===== src/rtl/timer_pkg.sv =====
// Shared register map, CTRL/STATUS bit positions and APB phase encoding for the event timer.
package timer_pkg;

  localparam int unsigned ADDR_CTRL   = 0;
  localparam int unsigned ADDR_STATUS = 1;
  localparam int unsigned ADDR_EVCNT  = 2;
  localparam int unsigned ADDR_THRESH = 3;

  localparam int unsigned CTRL_W           = 3;
  localparam int unsigned CTRL_EN_BIT      = 0;
  localparam int unsigned CTRL_IRQ_EN_BIT  = 1;
  localparam int unsigned CTRL_ONESHOT_BIT = 2;

  localparam int unsigned STAT_W        = 2;
  localparam int unsigned STAT_PEND_BIT = 0;
  localparam int unsigned STAT_OVF_BIT  = 1;

  typedef enum logic [1:0] {
    APB_IDLE   = 2'd0,
    APB_SETUP  = 2'd1,
    APB_ACCESS = 2'd2
  } apb_state_e;

endpackage


===== src/rtl/apb_slave_fsm.sv =====
// APB phase tracker: qualifies access cycles and flags PENABLE without a preceding SETUP.
module apb_slave_fsm
  import timer_pkg::*;
(
  input  logic clk,
  input  logic rst,
  input  logic psel,
  input  logic penable,
  input  logic pwrite,
  output logic wr_en_c,
  output logic rd_en_c,
  output logic slverr_c
);

  apb_state_e state_q;
  apb_state_e state_d;
  logic       access_ok;
  logic       violation;

  // Only an ACCESS directly following SETUP is legal; anything else is dropped.
  always_comb begin
    state_d   = state_q;
    access_ok = psel & penable & (state_q == APB_SETUP);
    violation = psel & penable & (state_q != APB_SETUP);

    if (!psel) begin
      state_d = APB_IDLE;
    end else if (!penable) begin
      state_d = APB_SETUP;
    end else if (access_ok) begin
      state_d = APB_ACCESS;
    end else begin
      state_d = APB_IDLE;
    end

    wr_en_c  = access_ok & pwrite & ~rst;
    rd_en_c  = access_ok & ~pwrite & ~rst;
    slverr_c = violation & ~rst;
  end

  always_ff @(posedge clk) begin
    if (rst) begin
      state_q <= APB_IDLE;
    end else begin
      state_q <= state_d;
    end
  end

endmodule


===== src/rtl/timer_irq_ctrl.sv =====
// Edge-counting event timer with threshold interrupt, saturation overflow and APB register access.
module timer_irq_ctrl
  import timer_pkg::*;
#(
  parameter int unsigned DW = 8,
  parameter int unsigned AW = 2
) (
  input  logic          PCLK,
  input  logic          PRESET,
  input  logic          PSEL,
  input  logic          PENABLE,
  input  logic          PWRITE,
  input  logic [AW-1:0] PADDR,
  input  logic [DW-1:0] PWDATA,
  output logic [DW-1:0] PRDATA,
  output logic          PREADY,
  output logic          PSLVERR,
  input  logic          trig,
  output logic          irq
);

  logic              wr_en_c;
  logic              rd_en_c;
  logic              slverr_c;

  logic [CTRL_W-1:0] ctrl_q,   ctrl_d;
  logic              pend_q,   pend_d;
  logic              ovf_q,    ovf_d;
  logic [DW-1:0]     evcnt_q,  evcnt_d;
  logic [DW-1:0]     thresh_q, thresh_d;
  logic              trig_d_q, trig_d_d;

  logic              ev;
  logic              count;
  logic              sat;
  logic              rd_evcnt;
  logic              cnt_upd;
  logic              pend_set;
  logic              ovf_set;
  logic              wr_ctrl;
  logic              wr_status;
  logic              wr_thresh;
  logic [STAT_W-1:0] w1c;
  logic [DW-1:0]     prdata_c;

  apb_slave_fsm u_apb_fsm (
    .clk      (PCLK),
    .rst      (PRESET),
    .psel     (PSEL),
    .penable  (PENABLE),
    .pwrite   (PWRITE),
    .wr_en_c  (wr_en_c),
    .rd_en_c  (rd_en_c),
    .slverr_c (slverr_c)
  );

  // Event detection, counter, flags and register writes.
  always_comb begin
    trig_d_d  = trig;
    ev        = trig & ~trig_d_q;
    count     = ev & ctrl_q[CTRL_EN_BIT];
    sat       = &evcnt_q;
    rd_evcnt  = rd_en_c & (PADDR == AW'(ADDR_EVCNT));
    wr_ctrl   = wr_en_c & (PADDR == AW'(ADDR_CTRL));
    wr_status = wr_en_c & (PADDR == AW'(ADDR_STATUS));
    wr_thresh = wr_en_c & (PADDR == AW'(ADDR_THRESH));

    // A clear-on-read restarts the count, keeping a coincident event.
    cnt_upd = count & (rd_evcnt | ~sat);
    evcnt_d = evcnt_q;
    if (rd_evcnt) begin
      evcnt_d = count ? DW'(1) : '0;
    end else if (cnt_upd) begin
      evcnt_d = evcnt_q + DW'(1);
    end

    ovf_set  = count & sat;
    pend_set = cnt_upd & (evcnt_d == thresh_q) & (thresh_q != '0);

    w1c = wr_status ? PWDATA[STAT_W-1:0] : '0;
    pend_d = pend_set | (pend_q & ~w1c[STAT_PEND_BIT]);
    ovf_d  = ovf_set  | (ovf_q  & ~w1c[STAT_OVF_BIT]);

    ctrl_d = ctrl_q;
    if (wr_ctrl) begin
      ctrl_d = PWDATA[CTRL_W-1:0];
    end
    if (pend_set && ctrl_q[CTRL_ONESHOT_BIT]) begin
      ctrl_d[CTRL_EN_BIT] = 1'b0;
    end

    thresh_d = wr_thresh ? PWDATA : thresh_q;
  end

  always_ff @(posedge PCLK) begin
    if (PRESET) begin
      ctrl_q   <= '0;
      pend_q   <= 1'b0;
      ovf_q    <= 1'b0;
      evcnt_q  <= '0;
      thresh_q <= '0;
      trig_d_q <= 1'b0;
    end else begin
      ctrl_q   <= ctrl_d;
      pend_q   <= pend_d;
      ovf_q    <= ovf_d;
      evcnt_q  <= evcnt_d;
      thresh_q <= thresh_d;
      trig_d_q <= trig_d_d;
    end
  end

  // Read mux is only open during a qualified read access.
  always_comb begin
    prdata_c = '0;
    if (rd_en_c) begin
      case (PADDR)
        AW'(ADDR_CTRL):   prdata_c = DW'(ctrl_q);
        AW'(ADDR_STATUS): prdata_c = DW'({ovf_q, pend_q});
        AW'(ADDR_EVCNT):  prdata_c = evcnt_q;
        AW'(ADDR_THRESH): prdata_c = thresh_q;
        default:          prdata_c = '0;
      endcase
    end
  end

  assign PRDATA  = prdata_c;
  assign PREADY  = 1'b1;
  assign PSLVERR = slverr_c;
  assign irq     = pend_q & ctrl_q[CTRL_IRQ_EN_BIT] & ~PRESET;

endmodule


===== config.mk =====
export PLATFORM = sky130hd
export DESIGN_NAME = timer_irq_ctrl
export DESIGN_NICKNAME = d
export VERILOG_FILES = /design/src/rtl/timer_pkg.sv /design/src/rtl/apb_slave_fsm.sv /design/src/rtl/timer_irq_ctrl.sv
export SDC_FILE = /design/constraint.sdc
export NUM_CORES = 1
export LEC_CHECK = 0
export ABC_AREA = 1
export CORE_MARGIN = 1.5
export CORE_UTILIZATION = 45
export CTS_BUF_LIST = sky130_fd_sc_hd__clkbuf_16
export CTS_CLUSTER_DIAMETER = 120
export DETAILED_ROUTE_END_ITERATION = 12
export GPL_ROUTABILITY_DRIVEN = 1
export PLACE_DENSITY = 0.78
export SLEW_MARGIN = 20
export SYNTH_ARGS = -nofsm -noshare
export SYNTH_HDL_FRONTEND = slang
export SYNTH_SLANG_ARGS = --single-unit
export TNS_END_PERCENT = 30

===== constraint.sdc =====
create_clock -name PCLK -period 2.5 [get_ports PCLK]
set_input_delay 0.75 -clock PCLK [delete_from_list [all_inputs] [get_ports PCLK]]
set_output_delay 0.75 -clock PCLK [all_outputs]
set_load 0.05 [all_outputs]

# After elaboration in Yosys (flattened, before gate mapping)
# Cells that the tools add are included.
# classes
add_sub_neg	1
n_eq_ne	6
muxes	8
bitwise	33
n_reduce_logical	7
# ops
operator	count
case mux 8 bit (4 select lines)	1
2-to-1 mux 8 bit	3
AND 1 bit	22
adder 8 x 1 -> 8 bit, second input constant	1
equality test 8 bit	1
NOT 1 bit	8
AND reduction 8 bit	1
nonzero test 8 bit	1
equality test 2 x 1 -> 1 bit, second input constant	2
equality test 2 bit, second input constant	2
2-to-1 mux 2 bit	2
OR reduction 2 bit	2
bitwise OR 1 bit	3
OR reduction 3 bit	1
logical NOT 2 bit	1
2-to-1 mux 1 bit	2
inequality test 2 x 1 -> 1 bit, second input constant	1
logical AND 1 bit	1
# totals
ff_bits	24
input_bits	16
out_inout_bits	11
elab_cells	64

# Depth between registers and ports, before layout
# Gate-level depths: netlist (run 1).
# depth
depth_word	14
depth_mapped	17
mapped_depth_nobuf	17

# Modules after synthesis
# Synthesis (run 1) repeated with hierarchy kept, for this count alone.
# hier_totals
hier_cells	229
hier_area_um2	1491.4
# by_module_without_submodules
module	instances	cells_per_inst	area_per_inst_um2	seq_area_each_um2
timer_irq_ctrl	1	213	1390.1	440.4
apb_slave_fsm	1	16	101.3	40.0

# Worst setup path before layout (run 1)
# OpenSTA, ideal clock, no wires.
# synth_timing
kind	input -> output
startpoint	input port PADDR[0]
endpoint	output port PRDATA[0]
t_arrival_ps	2365
required_ps	1750
setup_slack_ps	-615
cell_stages	3
path_buffers	0
cell_sequence	nor2_1 a221oi_1 a221oi_1
# synth_between
elab_chain_len	3
word_cells_on_any_way	6
classes_between	3 x eq/ne; 2 x mux; 1 x reduce/logical
# synth_rtl
element	line_no	source
start, declared	timer_irq_ctrl.sv:13	input logic [AW-1:0] PADDR,
equality test 2 bit, or another cell as far along	timer_irq_ctrl.sv:117	case (PADDR)
case mux 8 bit (4 select lines) *	timer_irq_ctrl.sv:117	
2-to-1 mux 8 bit *	timer_irq_ctrl.sv:116	if (rd_en_c) begin
end, declared	timer_irq_ctrl.sv:15	output logic [DW-1:0] PRDATA,
# Every way passes the cells marked *; elsewhere a longest branch is shown, timed or not.

# Final worst setup path (run 1)
# layout_timing
startpoint	input port PADDR[0]
endpoint	output port PRDATA[7]
# The elaborated chain is that of the path after synthesis.

==> impl_metrics.tcl, run 1 <==
set metrics [dict create \
    placed_area_mm2 0.002061 \
    yosys_warnings 0 \
    crit_path_frequent_cell "buf_4" \
    netlist_top_cells_area "dfxtp_1 33%, nand2_1 16%, nand3_1 7.9%, inv_1 7.5%, o21ai_0 5.1%" \
    report.final.slew_viol_count 0 \
    critical-path-top-delay-family "buffers and inverters" \
    globalplace.congestion 0.9093 \
    synthFlopType "dfxtp_1" \
    diodes 0 \
    final_hold_viol_count 0 \
    syn_area_mm2 0.001460 \
    power_frac_comb 0.093 \
    synthCells 223 \
    ys_seq_area_frac 0.3290 \
    crit_chain "buf_4 > nor2_4 > buf_4 > nand3_4 > o22ai_2 > buf_12" \
    yosysUniqueCellTypes 29 \
    antenna_left 0 \
    drc 0 \
    p_leak_uw 0.0009669 \
    die-area_mm2 0.003595 \
    floorplan.initialDensity 0.4744 \
    fin_crit_sh 1.000 \
    cts-root-buf "clkbuf_16" \
    min_to "ctrl_q[2]" \
    grt_usage 0.2563 \
    cp.required_ns 1.75 \
    die_h_um 59.96 \
    clockBufferDepth 2 \
    synth_top_area_cell "dfxtp_1" \
    drtIter0Drc 111 \
    grt_pass1_vias 1545 \
    num_vias 1666 \
    cts_made_buffers 3 \
    core_mm2 0.003078 \
    reg2reg_to "ctrl_q[0]" \
    r2r_slack_ns 0.37 \
    clkLatencyLatePin_ns 0.26 \
    synth_seq_cells 24 \
    cp.arrival_ns 1.75 \
    pre_cts_slack_ns -0.4562 \
    worst-path-buf-inv 3 \
    dp_hpwl_um 2912 \
    final_nets 288 \
    drv_cap 0 \
    clock.fmax_ghz 0.3998 \
    clkPwrFrac 0.494 \
    clock-sinks 24 \
    outcome "finished, violations left" \
    yosysTopAreaCellShare 0.3290 \
    syn_nets 240 \
    switchingPower_uw 189.9 \
    clk_pin_slew_ns 0.06 \
    wl_per_cell_um 13.70 \
    syn_avg_cell_area_um2 6.548 \
    p_int_uw 743.7 \
    crit_path_start_kind "input port" \
    via_per_inst 5.306 \
    areaGrowthSynthToFinish_pct 54.76 \
    io_pins 27 \
    crit_path_end_kind "output port" \
    grt.overflow.total 0 \
    cts_tree "built" \
    antenna_found_initial 0 \
    pwr-share-seq 0.413 \
    max_stage_delay_ns 0.22 \
    synth_edf_count 0 \
    setup_slack_ns -0.0009880 \
    ys_async_sr_fraction 0 \
    synth_common_cells "62 x nand2_1, 29 x inv_1, 24 x dfxtp_1" \
    clock_skew_ns 0.003447 \
    die_w_um 59.96 \
    grt_pass1_wl_um 6982 \
    rows 20 \
    io_buffers 25 \
    stdcell_count 314 \
    cts_hold_buf 0 \
    synth_most_common_cell "nand2_1" \
    setup_tns_ns -0.001289 \
    reg2reg_depth 16 \
    p_per_area_mw_per_mm2 413.1 \
    drive_gt1_frac 0.2704 \
    final_area_mm2 0.002260 \
    critPathKind "input port to output port" \
    fin_crit_ns 2.501 \
    cts_htree_levels 1 \
    n_fill_cell 223 \
    switching_share 0.2034 \
    drt_wl_total_um 4301 \
    grt_start_max_net_pins 17 \
    hp-start "ctrl_q[2]" \
    violations "negative setup slack" \
    critPathMaxFanout 6 \
    setup_viol 2 \
    first_pass_iters 4 \
    hold_path.class "register to register" \
    hold-path-cell-count 2 \
    crit_path_top_delay_cell "o22ai_2" \
    reg2reg_from "evcnt_q[0]" \
    dp_cells 306 \
    ir_worst_vdd_uv 385.8 \
]
[power by group through the flow]
| stage | combinational [µW] | clock (µW) | sequential [µW] |
|---|---|---|---|
| global placement | 72.9 | 0 | 394 |
| global route | 92.5 | 477 | 386 |
| finish | 86.7 | 461 | 386 |
| detailed placement | 73.8 | 0 | 394 |
| CTS | 79.9 | 468 | 385 |
| floorplan | 30.5 | 0 | 394 |
[cells by family (layout without fill, tap and decap cells)]
kind of cell    count (synthesis)  count (layout)  share of synthesized area
simple gates                  116             116                     0.3728
xor+xnor                        4               4                    0.02399
flops                          24              24                     0.3290
fa+ha+maj                       1               1                   0.008568
other cells                     1               1                   0.002568
compound gates                 41              41                     0.1628
buf+inv                        36              83                     0.1002
[repair_timing]
item | in CTS | in global routing
pin swaps | 8 | 6
buffers inserted | 2 | 2
setup endpoints to repair | 12 | 13
gates resized for setup | 40 | 7
[flip-flops by register name (all words and copies together) (netlist names)]
signal,count
pend_q,1
ovf_q,1
thresh_q,8
evcnt_q,8
u_apb_fsm.state_q,2
trig_d_q,1
ctrl_q,3
[layout by cell type, fill, tap and decap left out, drive strengths merged]
cell type / Yosys / routed
clkbuf: 3 / 5
nand2: 64 / 64
a221oi: 4 / 4
dfxtp: 24 / 24
nor2: 23 / 23
nand3: 24 / 24
xor2: 4 / 4
a21oi: 16 / 16
nor3b: 1 / 1
o211ai: 1 / 1
nand4: 1 / 1
clkdlybuf4s50: 0 / 9
conb: 1 / 1
buf: 3 / 38
ha: 1 / 1
bufinv: 0 / 1
inv: 30 / 30
a211oi: 1 / 1
o21ai: 15 / 15
nand3b: 1 / 1
o22ai: 4 / 4
nor3: 2 / 2
[per-stage QoR]
| stage | utilization | hold WS, ns | power (µW) |
|---|---|---|---|
| after floorplan | - | 0.4434 | 424.6 |
| final | 0.7341 | 0.5013 | 933.6 |
| after detailed placement | 0.6695 | 0.4833 | 468.1 |
| after global routing | 0.7341 | 0.5071 | 955.1 |
| after CTS | 0.7264 | 0.4994 | 933.3 |
| after global placement | 0.6695 | 0.4793 | 467.1 |
[routing by layer]
metal	wire length (µm)	vias to the layer above	share of wire	GRT usage
met1	1740	738	0.40	0.3431
met4	190	0	0.044	0.1238
met3	372	20	0.086	0.04978
li1	-	819	-	-
met2	1998	89	0.46	0.3929
met5	0	-	0	0
[worst max path at each step]
stage | from | endpoint | slack [ns] | cells past startpoint
2_1_floorplan | PSEL | PRDATA[3] | -0.17 | 6
3_3_place_gp | PSEL | PRDATA[4] | -0.42 | 8
3_5_place_dp | PADDR[1] | PRDATA[0] | -0.46 | 7
4_1_cts | PADDR[1] | PRDATA[1] | 0.002 | 7
5_1_grt | PADDR[0] | PRDATA[7] | -0.04 | 6
6_report | PADDR[0] | PRDATA[7] | -0.001 | 6
[cell type report]
type / instances / area [µm²] / area share
Clock buffer: 3 / 75.07 / 0.03322
Clock inverter: 1 / 30.03 / 0.01329
Inverter: 30 / 115.1 / 0.05094
Multi-Input combinational cell: 163 / 962.2 / 0.4258
Sequential cell: 24 / 480.5 / 0.2126
Tap cell: 44 / 55.05 / 0.02436
Timing Repair Buffer: 49 / 541.8 / 0.2398
[tightest hold or removal path, delay by kind of cell, from the launching register on]
| family | cells | cell delay, ns |
|---|---|---|
| AND/OR/NAND/NOR | 1 | 0.07 |
| AO/OA/AOI/OAI | 1 | 0.05 |
| flip-flops | 1 | 0.33 |
(Power assumes the default switching activity.)
==> run 2, diff against run 1 <==
Settings changed: CORE_UTILIZATION 45 to 35, CTS_BUF_LIST sky130_fd_sc_hd__clkbuf_16 to sky130_fd_sc_hd__clkbuf_4 sky130_fd_sc_hd__clkbuf_8, PLACE_DENSITY 0.78 to 0.65.
Clock period 2.5 ns to 3.25 ns, I/O delays scaled along.
==> run 2 against run 1 <==
Compared with the run above:
- the flow now finishes without violations
- design area shrank 6.7%
- clock skew shrank 0.0012 ns
- core utilization shrank 21 points
- setup slack gained 0.15 ns
- wire length shrank 12%
- total power shrank 34%
- cell count shrank 0.64%
- critical path type unchanged
- largest cell class unchanged
==> impl_metrics.tcl, run 2 (same netlist as run 1, synthesis figures left out) <==
set metrics [dict create \
    clock.fmax_ghz 0.3229 \
    met1_usage 0.2671 \
    cp.arrival_ns 2.12 \
    clock-sinks 24 \
    clockBufferDepth 2 \
    cts_tree "built" \
    drv_cap 0 \
    timing.hold.ws_ns 0.5000 \
    final_nets 280 \
    mostFrequentLayoutCell "nand2_1" \
    clkLatencyLatePin_ns 0.27 \
    grt.overflow.total 0 \
    grt_pass1_vias 1434 \
    worst-path-buf-inv 4 \
    areaGrowthSynthToFinish_pct 44.39 \
    rsz0062_at_grt "false" \
    clock_skew_ns 0.002285 \
    outcome "complete, no violations" \
    placed_area_mm2 0.001952 \
    grt_usage 0.1865 \
    crit_path_start_kind "input port" \
    top_usage_layer "met2" \
    drc 0 \
    io_pins 27 \
    stdcell_count 312 \
    cp.required_ns 2.27 \
    drtIter0Drc 108 \
    antenna_found_initial 0 \
    report.final.slew_viol_count 0 \
    hold_path.class "register to register" \
    first_pass_iters 4 \
    dp_cells 307 \
    antenna_left 0 \
    via_per_inst 4.862 \
    cts_made_buffers 3 \
    cts_hold_buf 0 \
    ir_worst_vdd_uv 255.4 \
    final_area_mm2 0.002108 \
    critPathMaxFanout 4 \
    cts_htree_levels 1 \
    setup_viol 0 \
    die_h_um 67.59 \
    grt_pass1_wl_um 6555 \
    die-area_mm2 0.004568 \
    drt_wl_total_um 3783 \
    diodes 0 \
    setup_tns_ns 0 \
    wl_per_cell_um 12.13 \
    dp_hpwl_um 2964 \
    fin_crit_ns 3.097 \
    die_w_um 67.59 \
    num_vias 1517 \
    power_uw 616.9 \
    crit_path_end_kind "output port" \
    drive_gt1_frac 0.2023 \
    grt_start_max_net_pins 17 \
    final_cell_mix "60 x nand2_1, 28 x inv_1, 24 x dfxtp_1" \
    crit_path_top_delay_cell "a221oi_1" \
    largestRegisters "evcnt_q: 8 flops, thresh_q: 8 flops, ctrl_q: 3 flops" \
    use_met2 0.3002 \
    fin_crit_sh 0.9530 \
    max_stage_delay_ns 0.33 \
    critical-path-top-delay-family "buffers and inverters" \
    final_hold_viol_count 0 \
    critPathKind "input port to output port" \
    clk_pin_slew_ns 0.09 \
    rows 23 \
    p_leak_uw 0.0009162 \
    p_per_area_mw_per_mm2 292.6 \
    crit_chain "dlygate4sd2_1 > inv_2 > nor2_4 > a221oi_1 > a221oi_2 > buf_4 > buf_12" \
    io_buffers 25 \
    cts-root-buf "clkbuf_8" \
    core_mm2 0.004000 \
    met3_usage 0.02500 \
    globalplace.congestion 0.8784 \
    floorplan.initialDensity 0.3650 \
]
## run 2: cell count changes in the layout (fill, tap and decap cells not counted), sizes merged
cell          before  now
buf               38   26
dlygate4sd2        0    4
dlymetal6s2s       0    2
clkbuf             5    3
## run 2: final cells by class
| type | count | area, µm² |
|---|---|---|
| repair buffers | 41 | 470.5 |
| flip-flops and latches | 24 | 480.5 |
| inverters | 30 | 112.6 |
| well taps | 50 | 62.56 |
| fillers | 394 | 1892 |
| clock buffers | 3 | 41.29 |
| clock inverters | 1 | 30.03 |
| multi-input cells | 163 | 910.9 |
## run 2: final timing paths
check                        from        end  slack, ns  cells after the start
min                     ctrl_q[2]  ctrl_q[2]       0.50                      2
max reg2reg  u_apb_fsm.state_q[1]  ctrl_q[0]       1.07                     18
min reg2reg             ctrl_q[2]  ctrl_q[2]       0.50                      2
max                      PADDR[1]  PRDATA[1]       0.15                      7
## run 2: through the flow
| step | util | setup WS (ns) |
|---|---|---|
| 2_1_floorplan | - | -0.3153 |
| 3_3_place_gp | 0.4880 | -0.1320 |
| 6_report | 0.5271 | 0.1528 |
| 5_1_grt | 0.5271 | 0.03569 |
| 3_5_place_dp | 0.4880 | -0.1614 |
| 4_1_cts | 0.5246 | 0.01517 |
## run 2: worst min-delay path: cells and delay by family (launching register included)
kind,cells,cell delay [ns]
simple gates,1,0.07
flops,1,0.34
compound gates,1,0.05
## run 2: what timing repair did
action,CTS,global route
gates resized for setup,18,4
buffers inserted,1,0
setup endpoints to repair,8,4
pin swaps,3,2
gates cloned,0,0
## run 2: report_power, final
group	leakage [µW]	internal, µW	switching (µW)	total (µW)
Clock	0.0000357	165	101	266
Sequential	0.000194	295	0.911	296
Combinational	0.000687	26.0	28.7	54.7
Total	0.000916	486	131	617
## run 2: per-layer routing
metal,wire length [µm],share of wire
met1,1913,0.51
met2,1730,0.46
met3,105,0.028
met4,34,0.0090
met5,0,0
==> run 3, diff against run 2 <==
Settings changed: CORE_UTILIZATION 35 to 40, PLACE_DENSITY 0.65 to 0.72.
==> run 3 against run 2 <==
Compared with the run above:
- non-clock buffer count down 2
- combinational power grew 3%
- maximum frequency down 0.80%
- largest power group unchanged
==> impl_metrics.tcl, run 3 (same netlist as run 1, synthesis figures left out) <==
set metrics [dict create \
    outcome "complete, no violations" \
    fin_crit_ns 3.122 \
    critPathKind "input port to output port" \
    setup_tns_ns 0 \
    core_mm2 0.003416 \
    dp_hpwl_um 2873 \
    drc 0 \
    clk_pin_slew_ns 0.13 \
    grt_pass1_wl_um 6486 \
    critical-path-top-delay-family "buffers and inverters" \
    crit_path_frequent_cell "nand2_1" \
    cts_made_buffers 3 \
    final_cell_mix "60 x nand2_1, 27 x inv_1, 24 x dfxtp_1" \
    antenna_left 0 \
    report.final.slew_viol_count 0 \
    ir_worst_vdd_uv 246.5 \
    startpoint "PADDR[0]" \
    critPathMaxFanout 4 \
    reg2reg_from "u_apb_fsm.state_q[1]" \
    pwr-share-seq 0.578 \
    p_per_area_mw_per_mm2 250.2 \
    switchingPower_uw 123.1 \
    cp.arrival_ns 2.15 \
    rsz0062_at_grt "false" \
    slew_headroom 0.6034 \
    die_h_um 63.42 \
    floorplan.initialDensity 0.4275 \
    rows 21 \
    drtIter0Drc 53 \
    cp.required_ns 2.27 \
    hold_path.class "register to register" \
    fin_crit_sh 0.9607 \
    reg2reg_to "ctrl_q[0]" \
    grt.overflow.total 0 \
    setup_slack_ns 0.1278 \
    die-area_mm2 0.004022 \
    final_hold_viol_count 0 \
    crit_path_end_kind "output port" \
    pre_cts_slack_ns -0.1642 \
    power_frac_comb 0.110 \
    first_pass_iters 4 \
    p_leak_uw 0.0008937 \
    crit_path_start_kind "input port" \
    crit_chain "dlygate4sd2_1 > nor2_1 > buf_4 > nand2_1 > o211ai_1 > nand2_1 > inv_1 > buf_12" \
    clock_skew_ns 0.01155 \
    clkLatencyLatePin_ns 0.32 \
    n_fill_cell 319 \
    clock-sinks 24 \
    cts_htree_levels 1 \
    drt_wl_total_um 3808 \
    num_vias 1539 \
    max_stage_delay_ns 0.29 \
    reg2reg_depth 18 \
    die_w_um 63.42 \
    grt_start_max_net_pins 17 \
    setup_viol 0 \
    path_depth 8 \
    clkPwrFrac 0.312 \
    final_nets 278 \
    diodes 0 \
    regArea_um2 480.5 \
    power_uw 514.1 \
    wl_per_cell_um 12.44 \
    drv_cap 0 \
    drive_gt1_frac 0.2038 \
    grt_pass1_vias 1410 \
    areaGrowthSynthToFinish_pct 40.70 \
    cts_tree "built" \
    globalplace.congestion 0.9039 \
    worst-path-buf-inv 4 \
    p_int_uw 391.0 \
    mostFrequentLayoutCell "nand2_1" \
    io_pins 27 \
    switching_share 0.2394 \
    crit_path_top_delay_cell "dlygate4sd2_1" \
    critical_path.endpoint "PRDATA[2]" \
    grt_usage 0.2025 \
    antenna_found_initial 0 \
    io_buffers 25 \
    via_per_inst 5.029 \
    largestRegisters "evcnt_q: 8 flops, thresh_q: 8 flops, ctrl_q: 3 flops" \
    worst_pin_slew_ns 0.5936 \
    clock.fmax_ghz 0.3203 \
    r2r_slack_ns 1.07 \
    clockBufferDepth 2 \
    cts-root-buf "clkbuf_4" \
    multiInputGateArea_um2 908.4 \
]
[run 3: power by group through the flow]
stage                     sequential (µW)  clock (µW)  combinational, µW
after floorplan                       303           0               21.6
after global placement                303           0               52.8
after detailed placement              303           0               53.5
after CTS                             297         164               56.1
after global routing                  297         181               61.2
final                                 297         161               56.6
[run 3: area by class of cell]
cell class	count	share of cell area
Timing Repair Buffer	39	0.2235
Tap cell	46	0.02801
Sequential cell	24	0.2339
Clock buffer	4	0.01766
Inverter	30	0.05481
Multi-Input combinational cell	163	0.4421
[run 3: how the worst min path moves through the flow]
| stage | startpoint | to | cells after the start |
|---|---|---|---|
| global route | ctrl_q[2] | ctrl_q[2] | 2 |
| floorplan | ovf_q | ovf_q | 2 |
| detailed placement | ovf_q | ovf_q | 2 |
| finish | ovf_q | ovf_q | 2 |
| CTS | ovf_q | ovf_q | 2 |
| global placement | ovf_q | ovf_q | 2 |
[run 3: per-layer routing]
layer	vias to the layer above	GRT usage	routed length, µm
met5	-	0	0
met3	4	0.01607	155
li1	799	-	-
met1	689	0.2938	1812
met2	47	0.3211	1794
met4	0	0.05707	46
[run 3: metrics by stage]
step | hold WS, ns | utilization | area (µm²) | instances
5_1_grt | 0.5320 | 0.6015 | 2054 | 306
2_1_floorplan | 0.4434 | - | 1460 | 223
6_report | 0.5078 | 0.6015 | 2054 | 306
3_3_place_gp | 0.4694 | 0.5634 | 1924 | 300
4_1_cts | 0.5064 | 0.5993 | 2047 | 306
3_5_place_dp | 0.4750 | 0.5634 | 1924 | 300
[run 3: worst register-to-register path, delay by kind of cell, from the launching register on]
kind | cells | cell delay (ns)
buffers and inverters | 4 | 0.47
AND/OR/NAND/NOR | 14 | 1.32
flip-flops | 1 | 0.32
[run 3: what timing repair did]
action / in CTS / in global routing
resized for setup: 21 / 3
pin swaps: 5 / 2
hold buffers: 0 / 0
buffers inserted: 2 / 0
endpoints found under the setup margin: 8 / 5
